## src/rtl/hba_master_cmd.sv

```systemverilog
// Command-stream HBA bus master: turns {cmd, reg[, data]} byte frames into bus transfers and streams read data back.
// Optional slave-ack timeout enabled by defining HBA_MASTER_TIMEOUT_EN.
module hba_master_cmd #(
    parameter int DBUS_WIDTH        = 8,
    parameter int PERIPH_ADDR_WIDTH = 4,
    parameter int REG_ADDR_WIDTH    = 8,
    parameter int ADDR_WIDTH        = PERIPH_ADDR_WIDTH + REG_ADDR_WIDTH,
    parameter int TIMEOUT_CYCLES    = 255
) (
    input  logic                  hba_clk,
    input  logic                  hba_reset_n,
    input  logic [DBUS_WIDTH-1:0] rx_data,
    input  logic                  rx_valid,
    output logic                  rx_ready,
    output logic [DBUS_WIDTH-1:0] tx_data,
    output logic                  tx_valid,
    input  logic                  tx_ready,
    output logic                  hba_select,
    output logic                  hba_rnw,
    output logic [ADDR_WIDTH-1:0] hba_abus,
    output logic [DBUS_WIDTH-1:0] hba_dbus,
    input  logic [DBUS_WIDTH-1:0] slave_dbus,
    input  logic                  slave_xferack
);

    typedef enum logic [2:0] {
        S_CMD   = 3'd0,
        S_RADDR = 3'd1,
        S_WDATA = 3'd2,
        S_XFER  = 3'd3,
        S_RESP  = 3'd4
    } state_t;

    localparam logic [7:0]            TMO_LIMIT = 8'(TIMEOUT_CYCLES);
    localparam logic [DBUS_WIDTH-1:0] TMO_BYTE  = DBUS_WIDTH'(8'hEE);

    state_t r_state, w_state_nxt;

    logic                         r_cmd_rnw, w_cmd_rnw_nxt;
    logic [PERIPH_ADDR_WIDTH-1:0] r_periph,  w_periph_nxt;
    logic [REG_ADDR_WIDTH-1:0]    r_reg,     w_reg_nxt;
    logic [DBUS_WIDTH-1:0]        r_wdata,   w_wdata_nxt;

    logic                  r_rx_ready,   w_rx_ready_nxt;
    logic                  r_tx_valid,   w_tx_valid_nxt;
    logic [DBUS_WIDTH-1:0] r_tx_data,    w_tx_data_nxt;
    logic                  r_hba_select, w_hba_select_nxt;
    logic                  r_hba_rnw,    w_hba_rnw_nxt;
    logic [ADDR_WIDTH-1:0] r_hba_abus,   w_hba_abus_nxt;
    logic [DBUS_WIDTH-1:0] r_hba_dbus,   w_hba_dbus_nxt;

    logic w_rx_fire;
    logic w_tx_fire;
    logic w_tmo_expire;

    assign w_rx_fire = rx_valid & r_rx_ready;
    assign w_tx_fire = r_tx_valid & tx_ready;

`ifdef HBA_MASTER_TIMEOUT_EN
    logic [7:0] r_tmo_cnt;

    // Held at zero outside XFER, so every transfer starts counting from zero.
    always_ff @(posedge hba_clk or negedge hba_reset_n) begin
        if (!hba_reset_n) begin
            r_tmo_cnt <= 8'd0;
        end else if (r_state != S_XFER) begin
            r_tmo_cnt <= 8'd0;
        end else begin
            r_tmo_cnt <= r_tmo_cnt + 8'd1;
        end
    end

    assign w_tmo_expire = (r_state == S_XFER) && ((r_tmo_cnt + 8'd1) == TMO_LIMIT);
`else
    logic w_unused_tmo;
    assign w_unused_tmo = ^TMO_LIMIT;
    assign w_tmo_expire = 1'b0;
`endif

    always_comb begin
        w_state_nxt   = r_state;
        w_cmd_rnw_nxt = r_cmd_rnw;
        w_periph_nxt  = r_periph;
        w_reg_nxt     = r_reg;
        w_wdata_nxt   = r_wdata;
        w_tx_data_nxt = r_tx_data;

        case (r_state)
            S_CMD: begin
                if (w_rx_fire) begin
                    w_cmd_rnw_nxt = rx_data[DBUS_WIDTH-1];
                    w_periph_nxt  = rx_data[PERIPH_ADDR_WIDTH-1:0];
                    w_state_nxt   = S_RADDR;
                end
            end
            S_RADDR: begin
                if (w_rx_fire) begin
                    w_reg_nxt   = rx_data[REG_ADDR_WIDTH-1:0];
                    w_state_nxt = r_cmd_rnw ? S_XFER : S_WDATA;
                end
            end
            S_WDATA: begin
                if (w_rx_fire) begin
                    w_wdata_nxt = rx_data;
                    w_state_nxt = S_XFER;
                end
            end
            S_XFER: begin
                // A real ack on the expiry edge takes priority over the timeout byte.
                if (slave_xferack) begin
                    if (r_cmd_rnw) w_tx_data_nxt = slave_dbus;
                    w_state_nxt = r_cmd_rnw ? S_RESP : S_CMD;
                end else if (w_tmo_expire) begin
                    if (r_cmd_rnw) w_tx_data_nxt = TMO_BYTE;
                    w_state_nxt = r_cmd_rnw ? S_RESP : S_CMD;
                end
            end
            S_RESP: begin
                if (w_tx_fire) w_state_nxt = S_CMD;
            end
            default: w_state_nxt = S_CMD;
        endcase

        // Outputs are registered from the next state so they line up with it.
        w_rx_ready_nxt   = (w_state_nxt == S_CMD) || (w_state_nxt == S_RADDR) ||
                           (w_state_nxt == S_WDATA);
        w_tx_valid_nxt   = (w_state_nxt == S_RESP);
        w_hba_select_nxt = (w_state_nxt == S_XFER);
        w_hba_abus_nxt   = w_hba_select_nxt ? {w_periph_nxt, w_reg_nxt} : '0;
        w_hba_dbus_nxt   = (w_hba_select_nxt && !w_cmd_rnw_nxt) ? w_wdata_nxt : '0;
        w_hba_rnw_nxt    = w_hba_select_nxt ? w_cmd_rnw_nxt : r_hba_rnw;
    end

    always_ff @(posedge hba_clk or negedge hba_reset_n) begin
        if (!hba_reset_n) begin
            r_state      <= S_CMD;
            r_rx_ready   <= 1'b0;
            r_tx_valid   <= 1'b0;
            r_tx_data    <= '0;
            r_hba_select <= 1'b0;
            r_hba_rnw    <= 1'b0;
            r_hba_abus   <= '0;
            r_hba_dbus   <= '0;
        end else begin
            r_state      <= w_state_nxt;
            r_rx_ready   <= w_rx_ready_nxt;
            r_tx_valid   <= w_tx_valid_nxt;
            r_tx_data    <= w_tx_data_nxt;
            r_hba_select <= w_hba_select_nxt;
            r_hba_rnw    <= w_hba_rnw_nxt;
            r_hba_abus   <= w_hba_abus_nxt;
            r_hba_dbus   <= w_hba_dbus_nxt;
        end
    end

    // Command fields are only consumed after the state machine has loaded them.
    always_ff @(posedge hba_clk) begin
        r_cmd_rnw <= w_cmd_rnw_nxt;
        r_periph  <= w_periph_nxt;
        r_reg     <= w_reg_nxt;
        r_wdata   <= w_wdata_nxt;
    end

    assign rx_ready   = r_rx_ready;
    assign tx_valid   = r_tx_valid;
    assign tx_data    = r_tx_data;
    assign hba_select = r_hba_select;
    assign hba_rnw    = r_hba_rnw;
    assign hba_abus   = r_hba_abus;
    assign hba_dbus   = r_hba_dbus;

endmodule

```

## config.mk

```make
export PLATFORM = sky130hd
export DESIGN_NAME = hba_master_cmd
export DESIGN_NICKNAME = d
export VERILOG_FILES = /design/src/rtl/hba_master_cmd.sv
export SDC_FILE = /design/constraint.sdc
export NUM_CORES = 1
export LEC_CHECK = 0
export BUFFER_PORTS_ARGS = -buffer_cell sky130_fd_sc_hd__buf_2
export CAP_MARGIN = 30
export CELL_PAD_IN_SITES_DETAIL_PLACEMENT = 1
export CELL_PAD_IN_SITES_GLOBAL_PLACEMENT = 1
export CORE_MARGIN = 2
export CORE_UTILIZATION = 43
export DETAILED_ROUTE_END_ITERATION = 8
export GPL_TIMING_DRIVEN = 1
export HOLD_SLACK_MARGIN = 0.03
export PLACE_DENSITY_LB_ADDON = 0.1
export SYNTH_ARGS = -nofsm -noshare
export SYNTH_HDL_FRONTEND = slang
export SYNTH_SLANG_ARGS = --single-unit
```

## constraint.sdc

```tcl
create_clock -name hba_clk -period 3.2 [get_ports hba_clk]
set_clock_uncertainty 0.1 [all_clocks]
set_input_delay 0.16 -clock hba_clk [delete_from_list [all_inputs] [get_ports hba_clk]]
set_output_delay 0.16 -clock hba_clk [all_outputs]
set_load 0.01 [all_outputs]
```

* Word-level counts from Yosys, hierarchy flattened
Index checks and enable logic that the tools add are counted.
** Word-level totals
- Input port bits :: 21
- Logic and storage cells :: 47
- Register bits :: 56
** Operators by class
- Bitwise gates (word level) :: 2
- Mux-type cells :: 18
- Reduce and logical (&&, ||, !) cells :: 7
- Equality and inequality tests :: 8
** Operator list (count)
- $mux W8 :: 5
- $mux W3 :: 6
- $pmux W3 S5 :: 1
- $eq A3 B2 Y1 const B :: 4
- $mux W12 :: 1
- $mux W4 :: 2
- $eq A3 B1 Y1 const B :: 2
- $eq A3 B3 Y1 const B :: 2
- $logic_not A3 Y1 :: 2
- $mux W1 :: 3
- $reduce_and A3 Y1 :: 1
- $and A1 B1 Y1 :: 2
- $logic_or A1 B1 Y1 :: 2
- $logic_and A1 B1 Y1 :: 1
- $logic_not A1 Y1 :: 1

* Longest topological paths before layout
Gate-level depths: netlist (run 1).
- Depth in word-level cells :: 6
- Gate-level depth with buffers :: 6

* Least setup slack after synthesis (run 1)
Ideal clock, no wire load.
- Path type :: register to register
- From :: register r_rx_ready (netlist: rx_ready)
- To :: register r_hba_rnw (netlist: hba_rnw)
- Setup time :: 0.119 ns
- Required time :: 2.981 ns
- Arrival time :: 1.474 ns
- Cell stages (with the launch flop) :: 5
- Slack :: 1.507 ns
- Period minus slack after synthesis :: 1.693 ns
- Buffers on the path :: 0
- Cell sequence :: dfrtp_1 -> nand2_1 -> o22a_1 -> a2111o_1 -> o21a_1
** Between the ends
- Longest elaborated chain between the ends :: 4
- Elaborated cells between the ends (all ways) :: 8
- Those cells by class :: 1 x eq/ne; 6 x mux; 1 x bitwise
** RTL lines
- from (decl) :: RTL line 44 : logic r_rx_ready, w_rx_ready_nxt;
- from (signal assigned) :: RTL line 146 : r_rx_ready <= w_rx_ready_nxt;
- $and A1 B1 Y1 (*) :: RTL line 56 : assign w_rx_fire = rx_valid & r_rx_ready;
- $mux W3 (on tied branches) :: RTL line 103, 90, 97
- $pmux W3 S5 :: RTL line 88 : case (r_state)
- $eq A3 B2 Y1 :: RTL line 128 : w_hba_select_nxt = (w_state_nxt == S_XFER);
- to (signal assigned) :: RTL line 150 : r_hba_rnw <= w_hba_rnw_nxt;
- to (decl) :: RTL line 48 : logic r_hba_rnw, w_hba_rnw_nxt;
Mark *: on every way between the ends. The rest lies on a longest branch, timed or not.
A chain may end at the register's enable or synchronous reset.

* Final worst setup path (run 1)
- From :: register r_state[2]
- To :: register r_hba_dbus[7] (netlist: hba_dbus[7])
** Between the ends
- Elaborated cells between the ends (all ways) :: 17
- Those cells by class :: 5 x eq/ne; 9 x mux; 3 x reduce/logical
** RTL lines
- from (decl) :: RTL line 37 : state_t r_state, w_state_nxt;
- from (signal assigned) :: RTL line 145 : r_state <= w_state_nxt;
- $eq A3 B2 Y1 :: RTL line 88
- $mux W8 :: RTL line 88
- net w_wdata_nxt[7] :: RTL line 42 : logic [DBUS_WIDTH-1:0] r_wdata, w_wdata_nxt;
- $mux W8 :: RTL line 130 : w_hba_dbus_nxt = (w_hba_select_nxt && !w_cmd_rnw_nxt) ? w_wdata_nxt : '0;
- net w_hba_dbus_nxt[7] :: RTL line 50 : logic [DBUS_WIDTH-1:0] r_hba_dbus, w_hba_dbus_nxt;
- to (signal assigned) :: RTL line 152 : r_hba_dbus <= w_hba_dbus_nxt;
- to (decl) :: RTL line 50
The timed path passes the listed nets, and every way through them passes these cells.

==> results.toml, run 1 <==
[run_status]
status = "complete, no violations"

[drt]
vias = 1290
drt_wl_total_mm = 4.20
routedWlPerCell_um = 15.8
drc = 0
firstDrtPassIters = 3
viasPerCell = 4.85
drt_iter0_drc = 52
antenna_left = 0

[die]
io_pins = 53
die-area_um2 = 5180
die_width_um = 72.0
rows = 24
die_h_um = 72.0
initial_core_util = 0.450
core_um2 = 4410

[setup_path]
cp_max_fo = 11
cp-endpoint = "hba_dbus[7]"
path_cells = "and2b_2 > nor3b_4 > mux2_2 > nor2b_2"
required_ns = 3.29
endpoint_kind = "flop"
worstSetupStartpoint = "r_state[2]"
r2r_slack_ns = 1.18
crit_type = "reg2reg"
cp.arrival_ns = 2.10
max_stage_delay_ns = 0.50
ff2ff_path_depth = 4
r2r-end = "hba_dbus[7]"
startpoint_type = "flop"
worstReg2RegStart = "r_state[2]"
crit_path_top_delay_cell = "dfrtp_1"

[cts]
cts-root-buf = "clkbuf_8"
clock_latency_ns = 0.30
numCtsBuffers = 5
cts_tree = "yes"
ctsResizeCount = 0
cts.sinks = 56
clk_pin_slew_ns = 0.09
clockBufferDepth = 2
htreeDepth = 2

[place]
place_congestion = 0.714
port_buffers = 52
place_area_um2 = 2300
dp_hpwl_mm = 2.89

[yosys]
ys_seq_area_frac = 0.652
synthXorXnorAreaFrac = 0
synth_warnings = 0
synth-simple-area-share = 0.139
syn_area_um2 = 1990
synth_top_family_by_area = "multiplexers"
synth_nets = 160
syn_avg_cell_area_um2 = 14.3
synth.mux.area_fraction = 0.159
synth_cell_types = 27
synth_compound_area_frac = 0.0384
ys_seq_elements = 56
syn_inst = 139
synthAdderAreaFrac = 0

[cells_and_area]
largest_reg_flops = 12
finalInstanceArea_um2 = 2550
fin_util = 0.578
syn_to_final_growth_pct = 28.4
drive_gt1_frac = 0.444
n_antenna_cell = 0
final_nets = 234

[pwr]
power_mw = 2.23
powerDensity_nw_per_um2 = 873
ir_drop_v = 0.000388
p_leak_nw = 1.25

[sta]
tns_ns = 0
whs_ns = 0.0670
hold_violations = 0
setup_violations = 0
slew-limit-headroom = 0.467
min_period_ns = 2.02
fin_crit_sh = 0.630
slew_viol_final = 0
clock.fmax_ghz = 0.496
grt_setup_unrepaired = "no"
tightest_slew_ns = 0.800

[flow_run]
maxCapViolCount = 0

[global_route]
grt-ovfl-total = 0
track_usage = 0.183
grt_pass1_wl_mm = 7.15
grt_pass1_vias = 1466
antenna_found_initial = 0
grt_start_max_net_pins = 36

[hold_path]
hp-class = "in2reg"
## critical path, delay by kind of cell (launching register included)
kind,cells,cell delay (ns)
and+or+nand+nor,3,0.89
muxes,1,0.41
DFF,1,0.50
## repair_timing
item | in CTS | in global routing
hold buffers | 17 | 0
endpoints found under the hold margin | 62 | 0
buffers inserted | 0 | 0
## cell families after synthesis
group	Yosys count
DFF	56
and+or+nand+nor	40
muxes	28
AOI/OAI and AO/OA	11
buffers and inverters	4
## per-layer routing
metal / vias to the layer above / global-route usage / part of all wire
li1: 617 / - / -
met1: 633 / 0.223 / 0.42
met2: 33 / 0.311 / 0.52
met3: 7 / 0.0542 / 0.048
met4: 0 / 0.0650 / 0.013
met5: - / 0 / 0
## cells in the final DEF, fill, tap and decap left out, types with 2 or more instances in the layout
master / Yosys / routed
or2_2: 2 / 2
mux2_2: 28 / 28
dfxtp_1: 21 / 21
and2_1: 12 / 12
dfrtp_1: 35 / 35
clkbuf_1: 1 / 2
nor2_1: 2 / 2
nor2b_1: 7 / 7
buf_2: 1 / 52
dlygate4sd3_1: 0 / 17
o21a_1: 3 / 3
a21oi_1: 5 / 5
clkbuf_8: 0 / 5
nand2_1: 7 / 7
## layout make-up
class                   instances  area (um^2)
clock buffers                   7         76.3
clock inverters                 1         5.00
fillers                       464         1860
inverters                       1         3.75
multi-input cells              79          667
flip-flops and latches         56         1300
well taps                      52         65.1
repair buffers                 70          438
## synth_stat cells
| cell | number | area (um^2) |
|---|---|---|
| nor2_2 | 1 | 6.26 |
| nor3b_4 | 1 | 18.8 |
| buf_6 | 1 | 11.3 |
| nand2_1 | 7 | 26.3 |
| nor2_1 | 2 | 7.51 |
| inv_1 | 1 | 3.75 |
| buf_2 | 1 | 5.00 |
| or2_2 | 2 | 12.5 |
| nor3b_1 | 1 | 7.51 |
| nor2b_2 | 1 | 8.76 |
| or2_1 | 1 | 6.26 |
| nand4b_4 | 1 | 23.8 |
| o22a_1 | 1 | 8.76 |
| and2_1 | 12 | 75.1 |
| o311ai_0 | 1 | 8.76 |
| a2111o_1 | 1 | 11.3 |
| mux2_2 | 28 | 315 |
| clkbuf_1 | 1 | 3.75 |
| nor2b_1 | 7 | 43.8 |
| dfxtp_1 | 21 | 420 |
| nand2b_1 | 1 | 6.26 |
| a21oi_1 | 5 | 25.0 |
| o21a_1 | 3 | 22.5 |
| nand4bb_1 | 1 | 11.3 |
| dfrtp_1 | 35 | 876 |
| nand4_2 | 1 | 12.5 |
| and2b_2 | 1 | 8.76 |
## metrics by stage
stage	instances	setup slack, ns
after floorplan	139	1.51
after global placement	241	1.22
after detailed placement	241	1.19
after CTS	266	1.18
after global routing	266	1.09
final	266	1.18
## worst min-delay path by stage
stage / depth (start not counted) / start / slack, ns / to
after floorplan: 0 / hba_reset_n / -0.24 / hba_abus[0]
after global placement: 1 / hba_reset_n / 0.19 / hba_abus[0]
after detailed placement: 1 / hba_reset_n / 0.20 / hba_select
after CTS: 4 / tx_ready / 0.06 / tx_valid
after global routing: 4 / tx_ready / 0.08 / tx_valid
final: 4 / tx_ready / 0.07 / tx_valid
## where the power goes
| part | internal [mW] | total, mW | switching [mW] |
|---|---|---|---|
| clock | 0.154 | 0.364 | 0.210 |
| sequential | 0.987 | 1.12 | 0.136 |
| combinational | 0.395 | 0.742 | 0.347 |
| total | 1.54 | 2.23 | 0.692 |
Note: power is estimated with default switching activity, not from simulation.
==> inputs of run 2 (changes only) <==
--- a/config.mk
+++ b/config.mk
@@ -10,7 +10,7 @@
 export CELL_PAD_IN_SITES_DETAIL_PLACEMENT = 1
 export CELL_PAD_IN_SITES_GLOBAL_PLACEMENT = 1
 export CORE_MARGIN = 2
-export CORE_UTILIZATION = 43
+export CORE_UTILIZATION = 37
 export DETAILED_ROUTE_END_ITERATION = 8
 export GPL_TIMING_DRIVEN = 1
 export HOLD_SLACK_MARGIN = 0.03
==> constraint.sdc (replaced) <==
create_clock -name hba_clk -period 1.8 [get_ports hba_clk]
set_clock_uncertainty 0.1 [all_clocks]
set_input_delay 0.09 -clock hba_clk [delete_from_list [all_inputs] [get_ports hba_clk]]
set_output_delay 0.09 -clock hba_clk [all_outputs]
set_load 0.01 [all_outputs]
==> results.toml, run 2 (synthesis results as in run 1) <==
[drt]
vias = 1346
viasPerCell = 4.53
drt_iter0_drc = 29
routedWlPerCell_um = 15.1
antenna_left = 0
firstDrtPassIters = 4
drt_wl_total_mm = 4.50
drc = 0

[global_route]
grt-ovfl-total = 0
track_usage = 0.160
antenna_found_initial = 0
grt_pass1_vias = 1469
grt_start_max_net_pins = 36
grt_pass1_wl_mm = 7.48

[sta]
slew-limit-headroom = 0.695
hold_violations = 0
tightest_slew_ns = 0.458
grt_setup_unrepaired = "no"
tns_ns = 0
min_period_ns = 1.74
slew_viol_final = 0
fin_crit_sh = 0.969
setup_violations = 0
clock.fmax_ghz = 0.573

[die]
core_um2 = 5140
rows = 26
die-area_um2 = 5970
die_h_um = 77.3
initial_core_util = 0.387
die_width_um = 77.3
io_pins = 53

[pwr]
p_leak_nw = 1.34
powerDensity_nw_per_um2 = 1540
ir_drop_v = 0.000670
power_mw = 4.19

[flow_run]
maxCapViolCount = 0

[cells_and_area]
fin_util = 0.530
largest_reg_flops = 12
drive_gt1_frac = 0.489
register_area_um2 = 1300
final_common_cell = "buf_2"
n_fill_cell = 562
multi_input_area_um2 = 697
final_nets = 247
syn_to_final_growth_pct = 37.0
n_antenna_cell = 0
layout_common_cells = "buf_2 (52), dfrtp_1 (32), mux2_2 (28), dfxtp_1 (21), dlygate4sd3_1 (18)"

[cts]
cts-root-buf = "clkbuf_8"
clock_latency_ns = 0.30
cts_tree = "yes"
cts.sinks = 56
clk_pin_slew_ns = 0.10
clockBufferDepth = 2
htreeDepth = 2
numCtsBuffers = 5

[setup_path]
startpoint_type = "flop"
ff2ff_path_depth = 4
worstReg2RegStart = "r_state[1]"
cp_max_fo = 6
cp.arrival_ns = 1.85
crit_buf_inv = 0
r2r-end = "hba_rnw"
endpoint_kind = "flop"
path_cells = "nand4b_4 > or2_4 > a2111o_1 > o21a_1"
max_stage_delay_ns = 0.51
cp_top_family = "compound AO/OA/AOI/OAI gates"
crit_type = "reg2reg"
r2r_slack_ns = 0.06
required_ns = 1.91
crit_path_top_delay_cell = "a2111o_1"

[run_status]
status = "complete, no violations"

[hold_path]
holdPathStages = 3
hold_start = "rx_valid"
hp-class = "in2reg"
whs_endpoint = "r_state[1]"

[place]
port_buffers = 52
dp_hpwl_mm = 2.93
place_congestion = 0.674
-- run 2: layout make-up --
| class | instances | share of cell area |
|---|---|---|
| clock buffer | 6 | 0.0267 |
| tap | 70 | 0.0322 |
| clock inverter | 2 | 0.00506 |
| multi-input combinational | 80 | 0.256 |
| inverter | 1 | 0.00138 |
| sequential | 56 | 0.477 |
| timing repair buffer | 82 | 0.201 |
-- run 2: worst register-to-register path, stage by stage (launching register included) --
cell and delay (ns):
dfrtp_2 0.45, nand4b_4 0.20, or2_4 0.26, a2111o_1 0.51, o21a_1 0.14
-- run 2: worst max path at each step --
stage	to	depth (start not counted)	start	slack [ns]
global route	hba_dbus[4]	4	r_state[1]	0.002
global placement	hba_rnw	4	r_state[0]	0.02
CTS	hba_dbus[4]	4	r_state[1]	0.01
finish	hba_rnw	4	r_state[1]	0.06
detailed placement	hba_rnw	4	r_state[0]	-0.06
floorplan	hba_rnw	4	rx_ready	0.11
-- run 2: where the power goes --
group,switching (mW),internal [mW]
logic,0.693,0.846
registers,0.211,1.76
clock network,0.397,0.278
total,1.30,2.89
-- run 2: per-layer routing --
metal / track usage / wire, um
met1: 0.198 / 1950
met2: 0.278 / 2320
met3: 0.0365 / 177
met4: 0.0482 / 51
met5: 0 / 0
-- run 2: timing repair --
item,4_1_cts,5_1_grt
setup endpoints to repair,10,9
setup buffers,0,4
gates resized for setup,3,2
cloned,1,0
hold buffers,18,0
endpoints found under the hold margin,65,0
pin swaps,1,2
-- run 2: stage by stage --
step                cells  worst slack (ns)  hold slack, ns  cell area [um^2]
floorplan             139             0.107          -0.306              1990
global placement      266            0.0242          0.0530              2390
detailed placement    266           -0.0582          0.0650              2390
CTS                   293            0.0126          0.0364              2680
global route          297           0.00153          0.0446              2720
finish                297            0.0557          0.0448              2720
==> inputs of run 3 (changes only) <==
==> constraint.sdc (replaced) <==
create_clock -name hba_clk -period 1.8 [get_ports hba_clk]
set_clock_uncertainty 0.1 [all_clocks]
set_input_delay 0 -clock hba_clk [delete_from_list [all_inputs] [get_ports hba_clk]]
set_output_delay 0 -clock hba_clk [all_outputs]
set_load 0.01 [all_outputs]
==> results.toml, run 3 (synthesis results as in run 1) <==
[cts]
numCtsBuffers = 5
htreeDepth = 2
clockBufferDepth = 2
clk_pin_slew_ns = 0.10
clock_latency_ns = 0.30
cts-root-buf = "clkbuf_8"
cts.sinks = 56
cts_tree = "yes"

[cells_and_area]
drive_gt1_frac = 0.496
largest_reg_flops = 12
n_antenna_cell = 0
layout_common_cells = "buf_2 (52), dfrtp_1 (32), mux2_2 (28), dfxtp_1 (21), dlygate4sd3_1 (20)"
fin_util = 0.533
final_common_cell = "buf_2"
final_nets = 246
instances_no_fill = 296
n_fill_cell = 559
syn_to_final_growth_pct = 37.8

[drt]
viasPerCell = 4.55
drc = 0
vias = 1347
drt_iter0_drc = 41
routedWlPerCell_um = 15.2
drt_wl_total_mm = 4.50
firstDrtPassIters = 4
antenna_left = 0

[global_route]
grt-ovfl-total = 0
track_usage = 0.156
globalRouteMet3Util = 0.0424
met1_usage = 0.191
grt_pass1_wl_mm = 7.15
grt_start_max_net_pins = 36
antenna_found_initial = 0
use_met2 = 0.271
busiest_layer = "met2"
grt_pass1_vias = 1435

[sta]
slew_viol_final = 0
fin_crit_sh = 0.953
clock.fmax_ghz = 0.583
setup_violations = 0
setup_ws_ns = 0.0841
slew-limit-headroom = 0.451
tightest_slew_ns = 0.824
hold_violations = 0
min_period_ns = 1.72
grt_setup_unrepaired = "no"

[hold_path]
hp-class = "in2async"

[run_status]
status = "complete, no violations"

[place]
dp_cells = 265
dp_hpwl_mm = 2.90
place_congestion = 0.673
port_buffers = 52
dp_worst_setup_slack_ns = -0.0729

[setup_path]
max_stage_delay_ns = 0.52
crit_path_top_delay_cell = "a2111o_1"
required_ns = 1.91
crit_type = "reg2reg"
path_cells = "nand2b_1 > o22a_1 > a2111o_1 > o21a_1"
cp.arrival_ns = 1.82
cp_max_fo = 6
startpoint_type = "flop"
endpoint_kind = "flop"
ff2ff_path_depth = 4

[die]
io_pins = 53
rows = 26
initial_core_util = 0.387
die_width_um = 77.3
core_um2 = 5140
die_h_um = 77.3
die-area_um2 = 5970

[pwr]
powerDensity_nw_per_um2 = 1520
ir_drop_v = 0.000822
power_mw = 4.18
p_leak_nw = 1.32

[flow_run]
maxCapViolCount = 0
[run 3: worst paths after layout]
kind,slack (ns),to,from
max,0.08,hba_rnw,r_state[0]
min,0.23,hba_abus[7],hba_reset_n
max reg2reg,0.08,hba_rnw,r_state[0]
min reg2reg,0.38,r_reg[7],r_reg[7]
max in group asynchronous,0.80,r_state[1],hba_reset_n
min in group hba_clk,0.37,tx_data[6],slave_dbus[6]
[run 3: power breakdown]
part           leakage, nW  switching [mW]  internal [mW]
sequential           0.639           0.203           1.76
clock               0.0445           0.397          0.277
combinational        0.639           0.692          0.846
[run 3: stage by stage]
step,cell area [um^2],TNS [ns],hold WS (ns)
6_report,2740,0,0.227
3_3_place_gp,2380,0,0.0270
3_5_place_dp,2380,-0.533,0.0427
4_1_cts,2710,0,0.245
5_1_grt,2740,0,0.314
2_1_floorplan,1990,0,-0.396
[run 3: area by class of cell]
type | count | area, um^2 | area share
repair buffers | 81 | 553 | 0.202
well taps | 70 | 87.6 | 0.0320
multi-input cells | 80 | 704 | 0.257
clock buffers | 5 | 68.8 | 0.0251
flip-flops and latches | 56 | 1300 | 0.475
inverters | 1 | 3.75 | 0.00137
clock inverters | 3 | 21.3 | 0.00777
[run 3: timing repair]
| item | 4_1_cts | 5_1_grt |
|---|---|---|
| setup buffers | 0 | 2 |
| setup endpoints to repair | 8 | 13 |
| pin swaps | 1 | 1 |
| gates cloned | 1 | 0 |
| gates resized for setup | 5 | 2 |
| endpoints found under the hold margin | 88 | 0 |
| hold buffers | 20 | 0 |
[run 3: worst max-delay path: cells and delay by family (launching register included)]
kind | cells | cell delay [ns]
AO/OA/AOI/OAI | 3 | 0.90
AND/OR/NAND/NOR | 1 | 0.16
flip-flops | 1 | 0.47
[run 3: routing by layer]
| layer | part of all wire | wire length [um] |
|---|---|---|
| met2 | 0.53 | 2370 |
| met5 | 0 | 0 |
| met1 | 0.42 | 1900 |
| met3 | 0.038 | 171 |
| met4 | 0.012 | 52 |
